===== src/rtl/ssd_scan_driver.sv =====
// Multiplexed common-anode seven-segment scan driver with a frame-synchronous shadow buffer.
// Optional leading-zero blanking is enabled by defining SSD_LEADING_ZERO_BLANK_EN.
module ssd_scan_driver #(
   parameter int DIGITS   = 4,
   parameter int SCAN_DIV = 100000
) (
   input  logic                  clk,
   input  logic                  rst,
   input  logic                  load,
   input  logic [4*DIGITS-1:0]   value,
   input  logic [DIGITS-1:0]     dp_mask,
   output logic                  pending,
   output logic                  frame_tick,
   output logic [7:0]            segs,
   output logic [DIGITS-1:0]     an
);

   localparam int PW = (SCAN_DIV > 1) ? $clog2(SCAN_DIV) : 1;
   localparam int IW = $clog2(DIGITS);
   localparam logic [PW-1:0] PRESC_LAST = PW'(SCAN_DIV - 1);
   localparam logic [IW-1:0] IDX_LAST   = IW'(DIGITS - 1);

   logic [PW-1:0]            presc_q, presc_d;
   logic [IW-1:0]            idx_q, idx_d;
   logic [DIGITS-1:0][3:0]   shadow_val_q, shadow_val_d;
   logic [DIGITS-1:0]        shadow_dp_q, shadow_dp_d;
   logic [DIGITS-1:0][3:0]   disp_val_q, disp_val_d;
   logic [DIGITS-1:0]        disp_dp_q, disp_dp_d;
   logic                     pending_q, pending_d;
   logic                     frame_tick_q, frame_tick_d;
   logic [7:0]               segs_q, segs_d;
   logic [DIGITS-1:0]        an_q, an_d;

   logic                     term;
   logic                     boundary;
   logic [DIGITS-1:0]        lz_blank;
   logic [DIGITS-1:0][3:0]   value_arr;

   function automatic logic [6:0] decode(input logic [3:0] d);
      case (d)
         4'd0:    decode = 7'b0000001;
         4'd1:    decode = 7'b1001111;
         4'd2:    decode = 7'b0010010;
         4'd3:    decode = 7'b0000110;
         4'd4:    decode = 7'b1001100;
         4'd5:    decode = 7'b0100100;
         4'd6:    decode = 7'b0100000;
         4'd7:    decode = 7'b0001111;
         4'd8:    decode = 7'b0000000;
         4'd9:    decode = 7'b0000100;
         default: decode = 7'b1111111;
      endcase
   endfunction

   assign value_arr = value;
   assign term      = (presc_q == PRESC_LAST);
   assign boundary  = term && (idx_q == IDX_LAST);

`ifdef SSD_LEADING_ZERO_BLANK_EN
   // A digit is suppressed only if it and every higher digit are zero with no dp lit.
   always_comb begin
      lz_blank = '0;
      for (int i = 1; i < DIGITS; i++) begin
         lz_blank[i] = 1'b1;
         for (int j = i; j < DIGITS; j++)
            if ((|disp_val_q[j]) || disp_dp_q[j]) lz_blank[i] = 1'b0;
      end
   end
`else
   assign lz_blank = '0;
`endif

   always_comb begin
      presc_d = term ? '0 : presc_q + 1'b1;
      idx_d   = idx_q;
      if (term) idx_d = (idx_q == IDX_LAST) ? '0 : idx_q + 1'b1;
      frame_tick_d = boundary;
   end

   // Shadow takes every load; display only changes on the frame boundary,
   // where a same-cycle load bypasses the shadow.
   always_comb begin
      shadow_val_d = shadow_val_q;
      shadow_dp_d  = shadow_dp_q;
      disp_val_d   = disp_val_q;
      disp_dp_d    = disp_dp_q;
      pending_d    = pending_q;
      if (load) begin
         shadow_val_d = value_arr;
         shadow_dp_d  = dp_mask;
         pending_d    = 1'b1;
      end
      if (boundary) begin
         if (load) begin
            disp_val_d = value_arr;
            disp_dp_d  = dp_mask;
         end else if (pending_q) begin
            disp_val_d = shadow_val_q;
            disp_dp_d  = shadow_dp_q;
         end
         pending_d = 1'b0;
      end
   end

   always_comb begin
      an_d   = ~(DIGITS'(1) << idx_q);
      segs_d = {lz_blank[idx_q] ? 7'h7F : decode(disp_val_q[idx_q]), ~disp_dp_q[idx_q]};
   end

   always_ff @(posedge clk) begin
      if (rst) begin
         presc_q      <= '0;
         idx_q        <= '0;
         shadow_val_q <= {DIGITS{4'hF}};
         shadow_dp_q  <= '0;
         disp_val_q   <= {DIGITS{4'hF}};
         disp_dp_q    <= '0;
         pending_q    <= 1'b0;
         frame_tick_q <= 1'b0;
         segs_q       <= 8'hFF;
         an_q         <= '1;
      end else begin
         presc_q      <= presc_d;
         idx_q        <= idx_d;
         shadow_val_q <= shadow_val_d;
         shadow_dp_q  <= shadow_dp_d;
         disp_val_q   <= disp_val_d;
         disp_dp_q    <= disp_dp_d;
         pending_q    <= pending_d;
         frame_tick_q <= frame_tick_d;
         segs_q       <= segs_d;
         an_q         <= an_d;
      end
   end

   assign pending    = pending_q;
   assign frame_tick = frame_tick_q;
   assign segs       = segs_q;
   assign an         = an_q;

endmodule


===== config.mk =====
export PLATFORM = sky130hd
export DESIGN_NAME = ssd_scan_driver
export DESIGN_NICKNAME = d
export VERILOG_FILES = /design/src/rtl/ssd_scan_driver.sv
export SDC_FILE = /design/constraint.sdc
export NUM_CORES = 1
export LEC_CHECK = 0
export BUFFER_PORTS_ARGS = -buffer_cell sky130_fd_sc_hd__buf_2
export CORE_MARGIN = 10
export CORE_UTILIZATION = 61
export CTS_BUF_LIST = sky130_fd_sc_hd__clkbuf_16
export DETAILED_ROUTE_END_ITERATION = 12
export GPL_TIMING_DRIVEN = 0
export HOLD_SLACK_MARGIN = 0.05
export PLACE_DENSITY = 0.9
export SYNTH_ARGS = -nofsm -noshare
export SYNTH_HDL_FRONTEND = slang
export SYNTH_SLANG_ARGS = --single-unit

===== constraint.sdc =====
create_clock -name clk -period 5.7 [get_ports clk]
set_clock_uncertainty 0.15 [all_clocks]
set_input_delay 1.14 -clock clk [delete_from_list [all_inputs] [get_ports clk]]
set_output_delay 1.14 -clock clk [all_outputs]
set_load 0.02 [all_outputs]

; ---- Yosys cells after proc, flatten, opt, wreduce, memory -nomap -nowiden
; Memories as Yosys holds them, arrays and structs flattened. A register that Yosys moved wholly into a read port is not among the register bits.
; Index checks and enable logic that the tools add are counted.
[totals]
regBits = 66
romBits = 112
in_bits = 23
out_inout_bits = 14
word_cells = 42
mem_count = 1
[memory_table]
columns = memory, depth, width, rd, rd_ports_with_merged_regs, wr, line
row1 = (no name shown), 16, 7, 1, 1, 0, 40  ; case (d)
[op_classes]
n_addsub = 2
n_lt_le_gt_ge = 1
eq_ne = 2
shift = 1
muxes = 11
bitwise = 2
n_reduce_logical = 6
[ops]
columns = op, n
row1 = $mux W16, 2
row2 = $add A17 B1 Y17 const B, 1
row3 = $eq A17 B17 Y1 const B, 1
row4 = $mux W4, 3
row5 = $bmux W4 S2, 1
row6 = $reduce_or A2 Y1, 3
row7 = $bmux W1 S2, 2
row8 = $not A4 Y4, 1
row9 = $shl A1 B2 Y4 const A, 1
row10 = $lt A2 B3 Y1 const B, 1
row11 = $add A2 B1 Y2 const B, 1
row12 = $eq A2 B2 Y1 const B, 1
row13 = $mux W1, 2
row14 = $mux W2, 1
row15 = $reduce_and A2 Y1, 1
row16 = $reduce_bool A2 Y1, 1
row17 = $logic_and A1 B1 Y1, 1
row18 = $not A1 Y1, 1

; ---- Depth between registers and ports, before layout
[logic_depth]
word_depth = 3
depth_mapped = 7
depth_no_buf = 6

; ---- Least setup slack after synthesis
; OpenSTA, ideal clock, no wires.
[synth_timing]
path_kind = input to register
start = in load
end = reg disp_val_q[0] (netlist name)
setup_time_ns = 0.123
arrival_time_ns = 2.291
required_time_ns = 5.427
setup_slack_ns = 3.136
path_stages = 5
path_buffers = 2
cell_sequence = clkbuf_1 nor2_1 nor4b_4 buf_6 mux2_1
[synth_via]
elab_chain_len = 2
elab_cells_between_ends = 3
classes_between = mux (1) / reduce/logical (2)
[synth_rtl]
columns = item, line
row1 = from (decl), 9  ; input logic load,
row2 = $reduce_bool A2 Y1 (no line), --
row3 = $reduce_and A2 Y1 (no line), --
row4 = to (signal assigned), 116  ; disp_val_q <= {DIGITS{4'hF}};
row5 = to (signal assigned), 127  ; disp_val_q <= disp_val_d;
row6 = to (decl), 27  ; logic [DIGITS-1:0][3:0] disp_val_q, disp_val_d;
; Several ways; a longest one is shown, not always the timed one.
; A chain may end at the register's enable or synchronous reset.

; ---- Worst setup path after layout
[layout_timing]
start = in load
end = reg disp_val_q[1] (netlist name)
; Same word-level chain as after synthesis.

==> impl_metrics.py <==
metrics = {
    "clock_tree": {
        "numCtsBuffers": 9,
        "cts-root-buf": "clkbuf_16",
        "cts_resized": 0,
        "cts_buffer_depth": 2,
        "clkSlewWorstSetupHoldPaths_ps": 60,
        "postCtsHoldBufs": 0,
        "clk_latency_ps": 330,
        "tritoncts": "built",
        "h-tree-depth": 3,
        "cts_sinks": 73,
        "cts_setup_buffers": 0,
    },
    "detailed_routing": {
        "avgRoutedWirePerCell_um": 15.6,
        "drt-total-wl_um": 6820,
        "postRouteAntennaNets": 0,
        "vias": 2369,
        "vias_per_cell": 5.43,
        "first_pass_iters": 4,
        "drcViolationCount": 0,
        "drt-initial-drc-count": 138,
    },
    "worst_hold_path": {
        "min_path_type": "reg2reg",
    },
    "power": {
        "total_power_mw": 1.11,
        "switchingPower_uw": 238,
        "seqPwrFrac": 0.475,
        "ir_drop_mv": 0.226,
        "p_per_area_mw_per_mm2": 299,
        "power_frac_comb": 0.044,
        "pwr-share-clk": 0.481,
        "swShare": 0.214,
        "intPower_uw": 873,
        "p_leak_nw": 1.41,
    },
    "yosys": {
        "ys_warn_count": 0,
        "async_reset_ff_frac": 0,
        "synth_fp_nets": 351,
        "synth_cell_type_count": 42,
        "synth_ff_type": "dfxtp_1",
        "synth_top_area_share": 0.460,
        "ys_seq_elements": 73,
        "synth_commonest_cells": "dfxtp_1, nor2_1, nand2_1",
        "yosysMostFrequentCell": "dfxtp_1",
        "synthCells": 317,
        "synth-edff-count": 0,
        "synth_seq_area_share": 0.460,
        "yosys.area.top_type": "dfxtp_1",
        "syn_area_per_cell_um2": 10.0,
        "synthTopCellsByArea": "dfxtp_1, mux2_1, ha_1",
        "syn_area_mm2": 0.00317,
    },
    "sta": {
        "setup_tns_ps": 0,
        "maxSlewHeadroom": 0.648,
        "fin_crit_sh": 0.441,
        "setup_viol": 0,
        "max_freq_mhz": 398,
        "worst_pin_slew_ps": 528,
        "finalMaxSlewViolations": 0,
        "worst_slack_ps": 3190,
        "hold_viol": 0,
        "rsz0062_at_grt": "no",
        "fin_crit_ps": 2510,
    },
    "floorplan": {
        "core_area_mm2": 0.00507,
        "die_h_um": 92.1,
        "die_area_mm2": 0.00849,
        "fp-row-count": 26,
        "die-width_um": 92.1,
        "ioPinCount": 37,
        "start_util": 0.625,
    },
    "flow_run": {
        "cap_violations": 0,
    },
    "final_layout": {
        "layout-drive-gt1-share": 0.227,
        "final_util": 0.731,
        "syn_to_final_growth_pct": 16.9,
        "antenna_cells": 0,
        "nets": 396,
    },
    "worst_setup_path": {
        "crit_type": "in2reg",
        "endpoint_kind": "flop",
        "critPathArrivalTime_ps": 2570,
        "worstPathRequired_ps": 5760,
        "cp_max_fo": 10,
        "start_kind": "primary input",
    },
    "placement": {
        "hpwl_um": 4560,
        "dp_slack_ps": 2860,
        "io_buffers": 34,
        "place_congestion": 0.819,
    },
    "global_route": {
        "grt_pass1_wl_um": 11600,
        "grt_pass1_vias": 2393,
        "grt_usage": 0.168,
        "grt_max_degree": 12,
        "antenna_found_initial": 0,
        "grt_overflow": 0,
    },
    "outcome": {
        "status": "finished, final reports clean",
    },
}
## cell families (layout without fill, tap and decap cells)
group / count (synthesis) / count (layout) / share of synthesized area
XOR/XNOR: 13 / 13 / 0.0359
AND/OR/NAND/NOR: 139 / 139 / 0.244
AO/OA/AOI/OAI: 21 / 21 / 0.0453
buffers and inverters: 29 / 78 / 0.0457
flip-flops: 73 / 73 / 0.460
multiplexers: 31 / 31 / 0.125
adder cells (fa/ha/maj): 11 / 11 / 0.0434
## cell type report
type / count / area [um^2]
multi-input cells: 215 / 1570
flip-flops and latches: 73 / 1460
fillers: 339 / 1370
clock buffers: 9 / 225
repair buffers: 34 / 170
plain buffers: 16 / 96.3
well taps: 70 / 87.6
clock inverters: 6 / 52.6
inverters: 13 / 48.8
## per-layer routing
layer	vias up	share of wire	track usage	wire [um]
met1	1122	0.41	0.179	2800
met2	63	0.51	0.295	3500
met4	0	0.023	0.0874	155
met3	16	0.054	0.0497	368
li1	1168	-	-	-
met5	-	0	0	0
## critical path, stage by stage
cell      delay [ps]
clkbuf_1         320
nor2_1           150
nor4b_4          380
buf_6            210
mux2_1           360
## power by group through the flow
stage	combinational [mW]	sequential, mW	clock (mW)
final	0.0488	0.528	0.534
after global routing	0.0541	0.529	0.561
after CTS	0.0486	0.528	0.536
after detailed placement	0.0475	0.539	0
after global placement	0.0452	0.538	0
after floorplan	0.0294	0.539	0
## flip-flops by register name (all words and copies together), names as in the netlist
| signal | cells |
|---|---|
| presc_q | 17 |
| an | 4 |
| shadow_val_q | 16 |
| idx_q | 2 |
| disp_dp_q | 4 |
| disp_val_q | 16 |
| segs | 8 |
| shadow_dp_q | 4 |
| frame_tick | 1 |
| pending | 1 |
## worst paths after layout
kind                                 start            end  slack (ps)  depth (start not counted)
worst max-delay path                  load  disp_val_q[1]        3190                          5
worst min-delay path            presc_q[0]     presc_q[0]         320                          1
worst max register to register  presc_q[0]     presc_q[9]        3390                          6
worst min register to register  presc_q[0]     presc_q[0]         320                          1
## through the flow
stage               instances  instance area (um^2)  hold WS [ps]
finish                    436                  3710           318
global route              436                  3710           351
CTS                       436                  3710           321
detailed placement        421                  3430           309
global placement          421                  3430           289
floorplan                 317                  3170           280
## cells in the final DEF, fill, tap and decap left out, types with 2 or more instances in the layout
master and count:
dfxtp_1 73, buf_2 37, nor2_1 26, nand2_1 23, mux2_1 20, nand3_1 17
or2_2 16, inv_1 15, nand2b_1 14, nor2b_1 11, ha_1 11, xnor2_1 10
clkbuf_1 9, clkbuf_16 9, nand4_1 7, mux2i_1 6, mux4_2 5, nor4_1 5
o21ai_0 5, a21oi_1 4, nor3_1 4, a211o_1 4, buf_6 3, or3_1 3
xor2_1 3, or4_1 3, clkinv_2 3, o31ai_1 2, a211oi_1 2
No activity file was read; power rests on OpenSTA's default activity.
